`src/rtl/spi_ctrl_pkg.sv`:
```
// Shared constants for the SPI transaction sequencer: FSM encoding, requester count,
// default engine timing.
package spi_ctrl_pkg;

  localparam int NREQ          = 2;
  localparam int SHIFT_CYC_DEF = 8;
  localparam int GAP_CYC_DEF   = 1;

  typedef logic [2:0] state_t;

  localparam state_t ST_IDLE    = 3'd0;
  localparam state_t ST_SETUP   = 3'd1;
  localparam state_t ST_LOAD    = 3'd2;
  localparam state_t ST_SHIFT   = 3'd3;
  localparam state_t ST_UNLOAD  = 3'd4;
  localparam state_t ST_CAPTURE = 3'd5;
  localparam state_t ST_GAP     = 3'd6;
  localparam state_t ST_END     = 3'd7;

endpackage

```
`src/rtl/spi_req_arb.sv`:
```
// Two-requester grant logic. SPI_RR_ARB_EN selects round-robin with a last-granted
// register; otherwise requester 0 has fixed priority.
module spi_req_arb
  import spi_ctrl_pkg::*;
(
`ifdef SPI_RR_ARB_EN
  input  logic            clk_i,
  input  logic            rst_ni,
  input  logic            take_i,
`endif
  input  logic [NREQ-1:0] req_i,
  output logic [NREQ-1:0] win_o
);

`ifdef SPI_RR_ARB_EN
  // Reset value 1 so requester 0 wins the first contested round.
  logic last_q;

  always_comb begin
    win_o = 2'b00;
    if (&req_i)        win_o = last_q ? 2'b01 : 2'b10;
    else if (req_i[0]) win_o = 2'b01;
    else if (req_i[1]) win_o = 2'b10;
  end

  always_ff @(posedge clk_i or negedge rst_ni) begin
    if (!rst_ni)               last_q <= 1'b1;
    else if (take_i && |req_i) last_q <= win_o[1];
  end
`else
  always_comb begin
    win_o = 2'b00;
    if (req_i[0])      win_o = 2'b01;
    else if (req_i[1]) win_o = 2'b10;
  end
`endif

endmodule

```
`src/rtl/spi_xfer_ctrl.sv`:
```
// Burst sequencer/arbiter in front of a byte-wide SPI shift engine. All strobes are
// registered. Optional macro SPI_RR_ARB_EN enables round-robin arbitration.
module spi_xfer_ctrl
  import spi_ctrl_pkg::*;
#(
  parameter int LEN_W     = 4,
  parameter int SHIFT_CYC = SHIFT_CYC_DEF,
  parameter int GAP_CYC   = GAP_CYC_DEF
) (
  input  logic                 clock_in,
  input  logic                 reset_n,
  input  logic [NREQ-1:0]      req,
  input  logic [2*LEN_W-1:0]   req_len,
  input  logic [15:0]          tx_data,
  output logic [NREQ-1:0]      gnt,
  output logic [NREQ-1:0]      tx_ack,
  output logic [7:0]           rx_data,
  output logic [NREQ-1:0]      rx_valid,
  output logic [NREQ-1:0]      done,
  output logic                 busy,
  output logic                 cs_n,
  output logic                 shf_load,
  output logic [7:0]           shf_txdata,
  output logic                 shf_unload,
  input  logic [7:0]           shf_rxdata
);

  localparam int CYC_MAX = (SHIFT_CYC > GAP_CYC) ? SHIFT_CYC : GAP_CYC;
  localparam int CYC_W   = (CYC_MAX > 1) ? $clog2(CYC_MAX) : 1;
  localparam logic [CYC_W-1:0] SHIFT_LAST = CYC_W'(SHIFT_CYC - 1);
  localparam logic [CYC_W-1:0] GAP_LAST   = CYC_W'((GAP_CYC > 0) ? GAP_CYC - 1 : 0);

  state_t            state_q, state_d;
  logic [NREQ-1:0]   gnt_q, gnt_d;
  logic [NREQ-1:0]   tx_ack_q, tx_ack_d;
  logic [NREQ-1:0]   rx_valid_q, rx_valid_d;
  logic [NREQ-1:0]   done_q, done_d;
  logic [7:0]        rx_data_q, rx_data_d;
  logic [7:0]        txd_q, txd_d;
  logic              busy_q, busy_d;
  logic              cs_n_q, cs_n_d;
  logic              load_q, load_d;
  logic              unload_q, unload_d;
  logic [LEN_W-1:0]  byte_q, byte_d;
  logic [CYC_W-1:0]  cyc_q, cyc_d;
  logic [NREQ-1:0]   win;
  logic              go_load;

  spi_req_arb u_arb (
`ifdef SPI_RR_ARB_EN
    .clk_i  (clock_in),
    .rst_ni (reset_n),
    .take_i (state_q == ST_IDLE),
`endif
    .req_i  (req),
    .win_o  (win)
  );

  always_comb begin
    state_d    = state_q;
    gnt_d      = gnt_q;
    cs_n_d     = cs_n_q;
    byte_d     = byte_q;
    cyc_d      = cyc_q;
    rx_data_d  = rx_data_q;
    txd_d      = txd_q;
    load_d     = 1'b0;
    unload_d   = 1'b0;
    tx_ack_d   = '0;
    rx_valid_d = '0;
    done_d     = '0;
    go_load    = 1'b0;

    case (state_q)
      ST_IDLE: if (|req) begin
        gnt_d   = win;
        byte_d  = win[1] ? req_len[2*LEN_W-1:LEN_W] : req_len[LEN_W-1:0];
        cs_n_d  = 1'b0;
        state_d = ST_SETUP;
      end
      ST_SETUP: go_load = 1'b1;
      ST_LOAD: begin
        cyc_d   = '0;
        state_d = ST_SHIFT;
      end
      ST_SHIFT: begin
        if (cyc_q == SHIFT_LAST) begin
          unload_d = 1'b1;
          state_d  = ST_UNLOAD;
        end else begin
          cyc_d = cyc_q + CYC_W'(1);
        end
      end
      ST_UNLOAD: begin
        rx_data_d  = shf_rxdata;
        rx_valid_d = gnt_q;
        state_d    = ST_CAPTURE;
      end
      ST_CAPTURE: begin
        if (byte_q == '0) begin
          done_d  = gnt_q;
          gnt_d   = '0;
          cs_n_d  = 1'b1;
          state_d = ST_END;
        end else begin
          byte_d = byte_q - LEN_W'(1);
          if (GAP_CYC > 0) begin
            cyc_d   = '0;
            state_d = ST_GAP;
          end else begin
            go_load = 1'b1;
          end
        end
      end
      ST_GAP: begin
        if (cyc_q == GAP_LAST) go_load = 1'b1;
        else                   cyc_d   = cyc_q + CYC_W'(1);
      end
      ST_END: state_d = ST_IDLE;
      default: state_d = ST_IDLE;
    endcase

    // Load strobe, tx byte and its ack are registered on entry to LOAD.
    if (go_load) begin
      state_d  = ST_LOAD;
      load_d   = 1'b1;
      txd_d    = gnt_q[1] ? tx_data[15:8] : tx_data[7:0];
      tx_ack_d = gnt_q;
    end

    busy_d = (state_d != ST_IDLE);
  end

  always_ff @(posedge clock_in or negedge reset_n) begin
    if (!reset_n) begin
      state_q    <= ST_IDLE;
      gnt_q      <= '0;
      tx_ack_q   <= '0;
      rx_valid_q <= '0;
      done_q     <= '0;
      rx_data_q  <= '0;
      txd_q      <= '0;
      busy_q     <= 1'b0;
      cs_n_q     <= 1'b1;
      load_q     <= 1'b0;
      unload_q   <= 1'b0;
      byte_q     <= '0;
      cyc_q      <= '0;
    end else begin
      state_q    <= state_d;
      gnt_q      <= gnt_d;
      tx_ack_q   <= tx_ack_d;
      rx_valid_q <= rx_valid_d;
      done_q     <= done_d;
      rx_data_q  <= rx_data_d;
      txd_q      <= txd_d;
      busy_q     <= busy_d;
      cs_n_q     <= cs_n_d;
      load_q     <= load_d;
      unload_q   <= unload_d;
      byte_q     <= byte_d;
      cyc_q      <= cyc_d;
    end
  end

  assign gnt        = gnt_q;
  assign tx_ack     = tx_ack_q;
  assign rx_valid   = rx_valid_q;
  assign done       = done_q;
  assign rx_data    = rx_data_q;
  assign busy       = busy_q;
  assign cs_n       = cs_n_q;
  assign shf_load   = load_q;
  assign shf_txdata = txd_q;
  assign shf_unload = unload_q;

endmodule

```
`config.mk`:
```
export PLATFORM = sky130hd
export DESIGN_NAME = spi_xfer_ctrl
export DESIGN_NICKNAME = d
export VERILOG_FILES = /design/src/rtl/spi_ctrl_pkg.sv /design/src/rtl/spi_req_arb.sv /design/src/rtl/spi_xfer_ctrl.sv
export SDC_FILE = /design/constraint.sdc
export NUM_CORES = 1
export LEC_CHECK = 0
export BUFFER_PORTS_ARGS = -buffer_cell sky130_fd_sc_hd__buf_2
export CAP_MARGIN = 20
export CORE_MARGIN = 1.5
export CORE_UTILIZATION = 28
export DETAILED_ROUTE_END_ITERATION = 10
export PLACE_DENSITY = 0.5
export SYNTH_ARGS = -nofsm -noshare
export SYNTH_HDL_FRONTEND = slang
export SYNTH_SLANG_ARGS = --single-unit
```
`constraint.sdc`:
```
create_clock -name clock_in -period 4.05 [get_ports clock_in]
set_input_delay 0.2025 -clock clock_in [delete_from_list [all_inputs] [get_ports clock_in]]
set_output_delay 0.2025 -clock clock_in [all_outputs]
set_load 0.01 [all_outputs]
```
==> metrics.md, run 1 <==
| Metric | Value |
|---|---|
| CTS tree | done |
| Ratio of cells with drive above 1 in the final layout | 51.9% |
| # nets final | 250 |
| Period utilisation layout | 49.0% |
| IO Pins | 64 |
| Overflow after GRT | 0 |
| H-tree depth | 2 |
| Clk Latency, worst-skew pair | 280 ps |
| Slew headroom | between 40% and 50% |
| Worst reg2reg setup slack | 2070 ps |
| Largest net degree at the start of global routing | 39 |
| Asr flop ratio synth | 100% |
| Top delay family on crit path | simple AND/OR/NAND/NOR gates |
| Setup TNS | 0 ps |
| CTS buffer count | 5 |
| CTS Hold Buffers Added | 0 |
| Sequential cell area | 952 sq um |
| Synth top area share | between 40 and 50% |
| Clk root buf | clkbuf_8 |
| Hpwl dp | 2610 um |
| Worst path buffer plus inverter count | 0 |
| RSZ-0062 raised after global routing | no |
| HP Class | input port to async pin |
| Mapped Cells | 144 |
| Vias in the first global route | 1224 |
| Diode count | 0 |
| Critical path type | flop to flop |
| Seq/Total Area, Yosys | 50.8% |
| Routed vias | between 1000 and 1500 |
| CTS sink count | 38 |
| Critical R2R Launch | state_q[0]$_DFF_PN0_ |
| First-iteration detailed-routing DRC count | 46 |
| Initial core utilization | between 20% and 30% |
| Routed length per placed instance | 12.3 um |
| Worst setup startpoint | state_q[0]$_DFF_PN0_ |
| Primary FF master, synth | dfrtp_1 |
| Area contributors post-synth | dfrtp_1 (49%), mux2_2 (11%), mux2_4 (6.4%) |
| Yosys warning total | 0 |
| CP max stage cell | dfrtp_1 |
| Worst Setup End Kind | flop |
| Slew Viols, Final | 0 |
| Synthesized cell area | between 1500 and 2000 sq um |
| Outcome | complete, but fails checks |
| Placer Congestion | 0.759 |
| Clk_skew | 5.41 ps |
| Critical path cell sequence | nand4b_1 > nor2_4 > nor2_2 > mux2_2 |
| Leak | roughly 1.2 nW |
| Worst Tran Pin Value | 827 ps |
| WP data arrival | roughly 2200 ps |
| Fill cells | 642 |
| Worst-path clk slew | about 80 ps |
| Reg2reg path depth | 4 |
| Post-CTS resize count | 0 |
| Setup Viol. Count Final | 0 |
| Final min period | slightly below 2000 ps |
| Area of the multi-input gates | 862 sq um |
| CTS max path bufs | 2 |
| Max Clk Rate | 504 MHz |
| Die area | roughly 7200 sq um |
| DRT antenna net count | 0 |
| Post-CTS Setup Repair Bufs | 0 |
| Via-per-instance ratio | 4.49 |
| Core box area | 6420 sq um |
| Rows | 29 |
| Worst r2r dst | shf_txdata[7]$_DFFE_PN0N_ |
| EDFF count, synth | 0 |
| Maxcap violations | 0 |
| CP max stage delay | 650 ps |
| Synthesized Nets | around 190 |
| DRC Markers | 9 |
| P per Cell Area | 309 nW/um^2 |
| First-pass GRT wire length | 5960 um |
| Synth cell types | 40 |
| Hold_ws | 16.7 ps |
| Worst Setup Start Kind | flop |
| Initial antenna violation count | 0 |
| Post-Syn Area per Cell | 13.0 sq um |
| Post-synthesis register bit count | 38 |
| Synth area leader | dfrtp_1 |
| Area growth, synth to finish | 24.5% |
| Required @ worst endpoint | 4220 ps |
| Worst-path fanout max | 13 |
| Die height | roughly 85 um |
| Violated checks | design-rule violations |
| Die W | 84.8 um |
| Port-buffer cells | between 60 and 70 |
| Hold Vio Cnt, Final | 0 |
| Final wirelength | roughly 3500 um |
| Detailed Routing Iterations Pass 1 | 7 |
| VDD IR max | 0.107 mV |
| All-Layer GR Usage | 10.4% |
## per-stage QoR
stage / setup slack (ps) / area (sq um) / utilization [%] / cells / power [mW]
floorplan: 2320 / 1880 / - / 144 / 0.429
global placement: 2090 / 2240 / 35.0 / 279 / 0.465
detailed placement: 2040 / 2240 / 35.0 / 279 / 0.465
CTS: 2020 / 2340 / 36.4 / 287 / 0.736
global route: 1890 / 2340 / 36.4 / 287 / 0.760
finish: 2070 / 2340 / 36.4 / 287 / 0.721
## where the power goes
| group | total [mW] | internal [mW] | switching, mW |
|---|---|---|---|
| Sequential | 0.392 | 0.388 | 0.00385 |
| Combinational | 0.0642 | 0.0357 | 0.0285 |
| Clock | 0.265 | 0.137 | 0.128 |
## routing by layer
metal  vias up  share of wire, %  GRT usage (%)  wire length [um]
li1        632                 -              -                 -
met1       594                46           14.5              1640
met2        58                45           15.8              1590
met3         6               7.3           3.11               256
met4         0               1.3           3.13                46
met5         -                 0              0                 0
## final cells by class
class                           instances  share of cell area (%)
Multi-Input combinational cell         96                    36.9
Tap cell                               77                    4.12
Timing Repair Buffer                   63                    13.5
Sequential cell                        38                    40.8
Clock inverter                          1                   0.214
Clock buffer                            7                    3.70
Inverter                                5                   0.803
## sequential cells by signal, summed over array words and instances (netlist names)
signal,cells
cyc_q,3
cs_n,1
state_q,3
shf_unload,1
rx_data,8
done,2
gnt,2
tx_ack,2
byte_q,4
rx_valid,2
shf_txdata,8
busy,1
shf_load,1
## cell usage in the layout (no fill, tap or decap), types with 2 or more instances in the layout
master     instances
ha_1               5
mux2_4             8
buf_2             63
nor3b_2            2
and2_1             5
mux2_2            19
xor2_1             3
inv_1              5
nor2b_1            2
clkbuf_8           6
dfrtp_1           37
a21oi_1            4
o21ai_0            2
and3_1             2
o2bb2ai_1          2
mux2i_1            5
o21ai_1            2
nand2_1            7
nand3_1            2
nor2_1             7
nand2b_1           2
## how the worst max path moves through the flow
stage | slack [ps] | end | depth (start not counted)
2_1_floorplan | 2320 | cyc_q[2]$_DFFE_PN0P_ | 6
3_3_place_gp | 2090 | shf_txdata[7]$_DFFE_PN0N_ | 4
3_5_place_dp | 2040 | shf_txdata[7]$_DFFE_PN0N_ | 4
4_1_cts | 2020 | shf_txdata[7]$_DFFE_PN0N_ | 4
5_1_grt | 1890 | shf_txdata[7]$_DFFE_PN0N_ | 4
6_report | 2070 | shf_txdata[7]$_DFFE_PN0N_ | 4
## synthesized netlist by cell type (all sizes together) (3+ instances only)
| library cell | n |
|---|---|
| inv | 5 |
| o21ai | 4 |
| nor2 | 9 |
| a21oi | 4 |
| nor3b | 3 |
| buf | 4 |
| nand2 | 7 |
| ha | 5 |
| nor2b | 3 |
| and2 | 5 |
| dfrtp | 37 |
| mux2i | 5 |
| xor2 | 3 |
| mux2 | 27 |
## logic make-up after synthesis
| kind of cell | synth area share, % |
|---|---|
| xor gates and xnor gates | 1.40 |
| buffers and inverters | 3.27 |
| DFF | 50.8 |
| and+or+nand+nor | 13.8 |
| adders and majority gates | 3.34 |
| AOI/OAI and AO/OA | 6.94 |
| muxes | 20.5 |
(Power assumes the default switching activity.)
==> run 2: changes to the inputs <==
PLACE_DENSITY = 0.51   (was 0.5)
clock period = 1.6 ns   (was 4.05 ns; I/O delays follow)
==> metrics.md, run 2 (synthesized netlist as in run 1, its figures left out) <==
| Metric | Value |
|---|---|
| Outcome | complete, but fails checks (unchanged) |
| Violated checks | design-rule violations, negative setup slack (was design-rule violations) |
| CTS tree | done (unchanged) |
| Clk root buf | clkbuf_8 (unchanged) |
| Overflow after GRT | 0 (unchanged) |
| Placer Congestion | 0.782 (was 0.759) |
| WP data arrival | 1790 ps (was 2150 ps) |
| Final wirelength | 3800 um (was 3530 um) |
| Cell count after placement | 300 (was 279) |
| CP max stage delay | 390 ps (was 650 ps) |
| Setup Viol. Count Final | 1 (was 0) |
| Critical path cell sequence | ha_2 > ha_4 > o21ai_2 > nand2_2 > a211oi_4 > mux2_4 (was nand4b_1 > nor2_4 > nor2_2 > mux2_2) |
| Commonest non-fill, non-tap cell in the layout | buf_2 (unchanged) |
| Initial core utilization | 29.2% (unchanged) |
| Die height | 84.8 um (unchanged) |
| All-Layer GR Usage | 11.0% (was 10.4%) |
| CP max stage cell | dfrtp_1 (unchanged) |
| VDD IR max | 0.332 mV (was 0.107 mV) |
| Slew headroom | 67.5% (was 44.9%) |
| Min setup slack post-route | -13.3 ps (was 2070 ps) |
| Required @ worst endpoint | 1780 ps (was 4220 ps) |
| Commonest non-fill, non-tap cells in the layout | buf_2 (63), dfrtp_1 (37), buf_4 (21) (was buf_2 (63), dfrtp_1 (37), mux2_2 (19)) |
| Worst Tran Pin Value | 488 ps (was 827 ps) |
| Period utilisation layout | 101% (was 49.0%) |
| Place WS | -51.7 ps (was 2040 ps) |
| Worst-path clk slew | 80 ps (about the same) |
| HP Class | input port to flop (was input port to async pin) |
| Hold_ws | 15.8 ps (was 16.7 ps) |
| Initial antenna violation count | 0 (unchanged) |
| Final Util | 40.8% (was 36.4%) |
| Max Clk Rate | 620 MHz (was 504 MHz) |
| Area growth, synth to finish | 39.6% (was 24.5%) |
| Hold Vio Cnt, Final | 0 (unchanged) |
| Largest net degree at the start of global routing | 39 (unchanged) |
| Design area | 2620 sq um (was 2340 sq um) |
| Die area | 7200 sq um (unchanged) |
| P per Cell Area | 818 nW/um^2 (was 309 nW/um^2) |
| Port-buffer cells | 63 (unchanged) |
| Diode count | 0 (unchanged) |
| Core box area | 6420 sq um (unchanged) |
| First-iteration detailed-routing DRC count | 73 (was 46) |
| Routed vias | 1394 (was 1290) |
| CTS max path bufs | 2 (unchanged) |
| # nets final | 274 (was 250) |
| CTS sink count | 38 (unchanged) |
| Routed length per placed instance | 12.2 um (was 12.3 um) |
| Slew Viols, Final | 0 (unchanged) |
| First-pass GRT wire length | 6300 um (was 5960 um) |
| Worst Setup Start Kind | flop (unchanged) |
| IO Pins | 64 (unchanged) |
| Non-Filler Instances | 311 (was 287) |
| Final Power | 2.14 mW (was 0.721 mW) |
| DRT antenna net count | 0 (unchanged) |
| H-tree depth | 2 (unchanged) |
| Via-per-instance ratio | 4.48 (was 4.49) |
| Setup TNS | -13.3 ps (was 0 ps) |
| RSZ-0062 raised after global routing | yes (was no) |
| Detailed Routing Iterations Pass 1 | 7 (unchanged) |
| Clk_skew | 9.22 ps (was 5.41 ps) |
| Leak | 1.33 nW (was 1.18 nW) |
| DRC Markers | 8 (was 9) |
| Clk Latency, worst-skew pair | 290 ps (was 280 ps) |
| Vias in the first global route | 1381 (was 1224) |
| Worst-path fanout max | 2 (was 13) |
| Rows | 29 (unchanged) |
| DP Area | 2450 sq um (was 2240 sq um) |
| CTS buffer count | 5 (unchanged) |
| Hpwl dp | 2870 um (was 2610 um) |
| Critical path type | flop to flop (unchanged) |
| Maxcap violations | 0 (unchanged) |
| Ratio of cells with drive above 1 in the final layout | 60.3% (was 51.9%) |
| Final min period | 1610 ps (was 1980 ps) |
| Die W | 84.8 um (unchanged) |
| Worst Setup End Kind | flop (unchanged) |
==> run 2: cell types whose count changed in the layout (fill, tap and decap cells not counted), sizes merged <==
cell         before  now
buf              63   86
bufinv            0    2
clkbuf            7    5
dlygate4sd3       0    1
==> run 2: final timing paths <==
check	start	end	cells past startpoint	slack, ps
hold reg to reg	rx_data[5]$_DFFE_PN0P_	rx_data[5]$_DFFE_PN0P_	1	500
max in group asynchronous	reset_n	cs_n$_DFFE_PN1P_	3	870
min in group asynchronous	reset_n	shf_unload$_DFF_PN0_	3	370
hold / removal	shf_rxdata[5]	rx_data[5]$_DFFE_PN0P_	2	20
setup / recovery	cyc_q[1]$_DFFE_PN0P_	cyc_q[2]$_DFFE_PN0P_	6	-10
setup reg to reg	cyc_q[1]$_DFFE_PN0P_	cyc_q[2]$_DFFE_PN0P_	6	-10
==> run 2: layer usage <==
metal / routed length (um) / track usage [%] / share of wire [%] / vias to the layer above
met5: 0 / 0 / 0 / -
met4: 45 / 4.02 / 1.2 / 0
li1: - / - / - / 685
met1: 1820 / 14.1 / 48 / 664
met3: 223 / 3.40 / 5.9 / 5
met2: 1710 / 17.5 / 45 / 40
==> run 2: worst max-delay path: cells and delay by family, from the launching register on <==
family	cells	cell delay, ps
DFF	1	390
muxes	1	320
adders and majority gates	2	360
AOI/OAI and AO/OA	2	370
and+or+nand+nor	1	80
==> run 2: cell type report <==
class                           count  area (sq um)
Fill cell                         639          3800
Sequential cell                    38           952
Multi-Input combinational cell     96           891
Timing Repair Buffer               87           523
Tap cell                           77          96.3
Clock buffer                        5          68.8
Clock inverter                      3          68.8
Inverter                            5          18.8
==> run 2: repair_timing <==
item / 4_1_cts / 5_1_grt
pin swaps: 4 / 1
gates cloned: 0 / 0
hold endpoints to repair: 37 / 0
setup buffers: 1 / 1
endpoints found under the setup margin: 3 / 14
gates resized for setup: 1 / 4
hold buffers: 1 / 0
==> run 2: report_power, final <==
group / switching, mW / internal [mW] / total, mW / leakage (nW)
combinational: 0.0745 / 0.0962 / 0.171 / 0.788
sequential: 0.00977 / 0.982 / 0.992 / 0.477
clock: 0.353 / 0.625 / 0.978 / 0.0683
total: 0.438 / 1.70 / 2.14 / 1.33
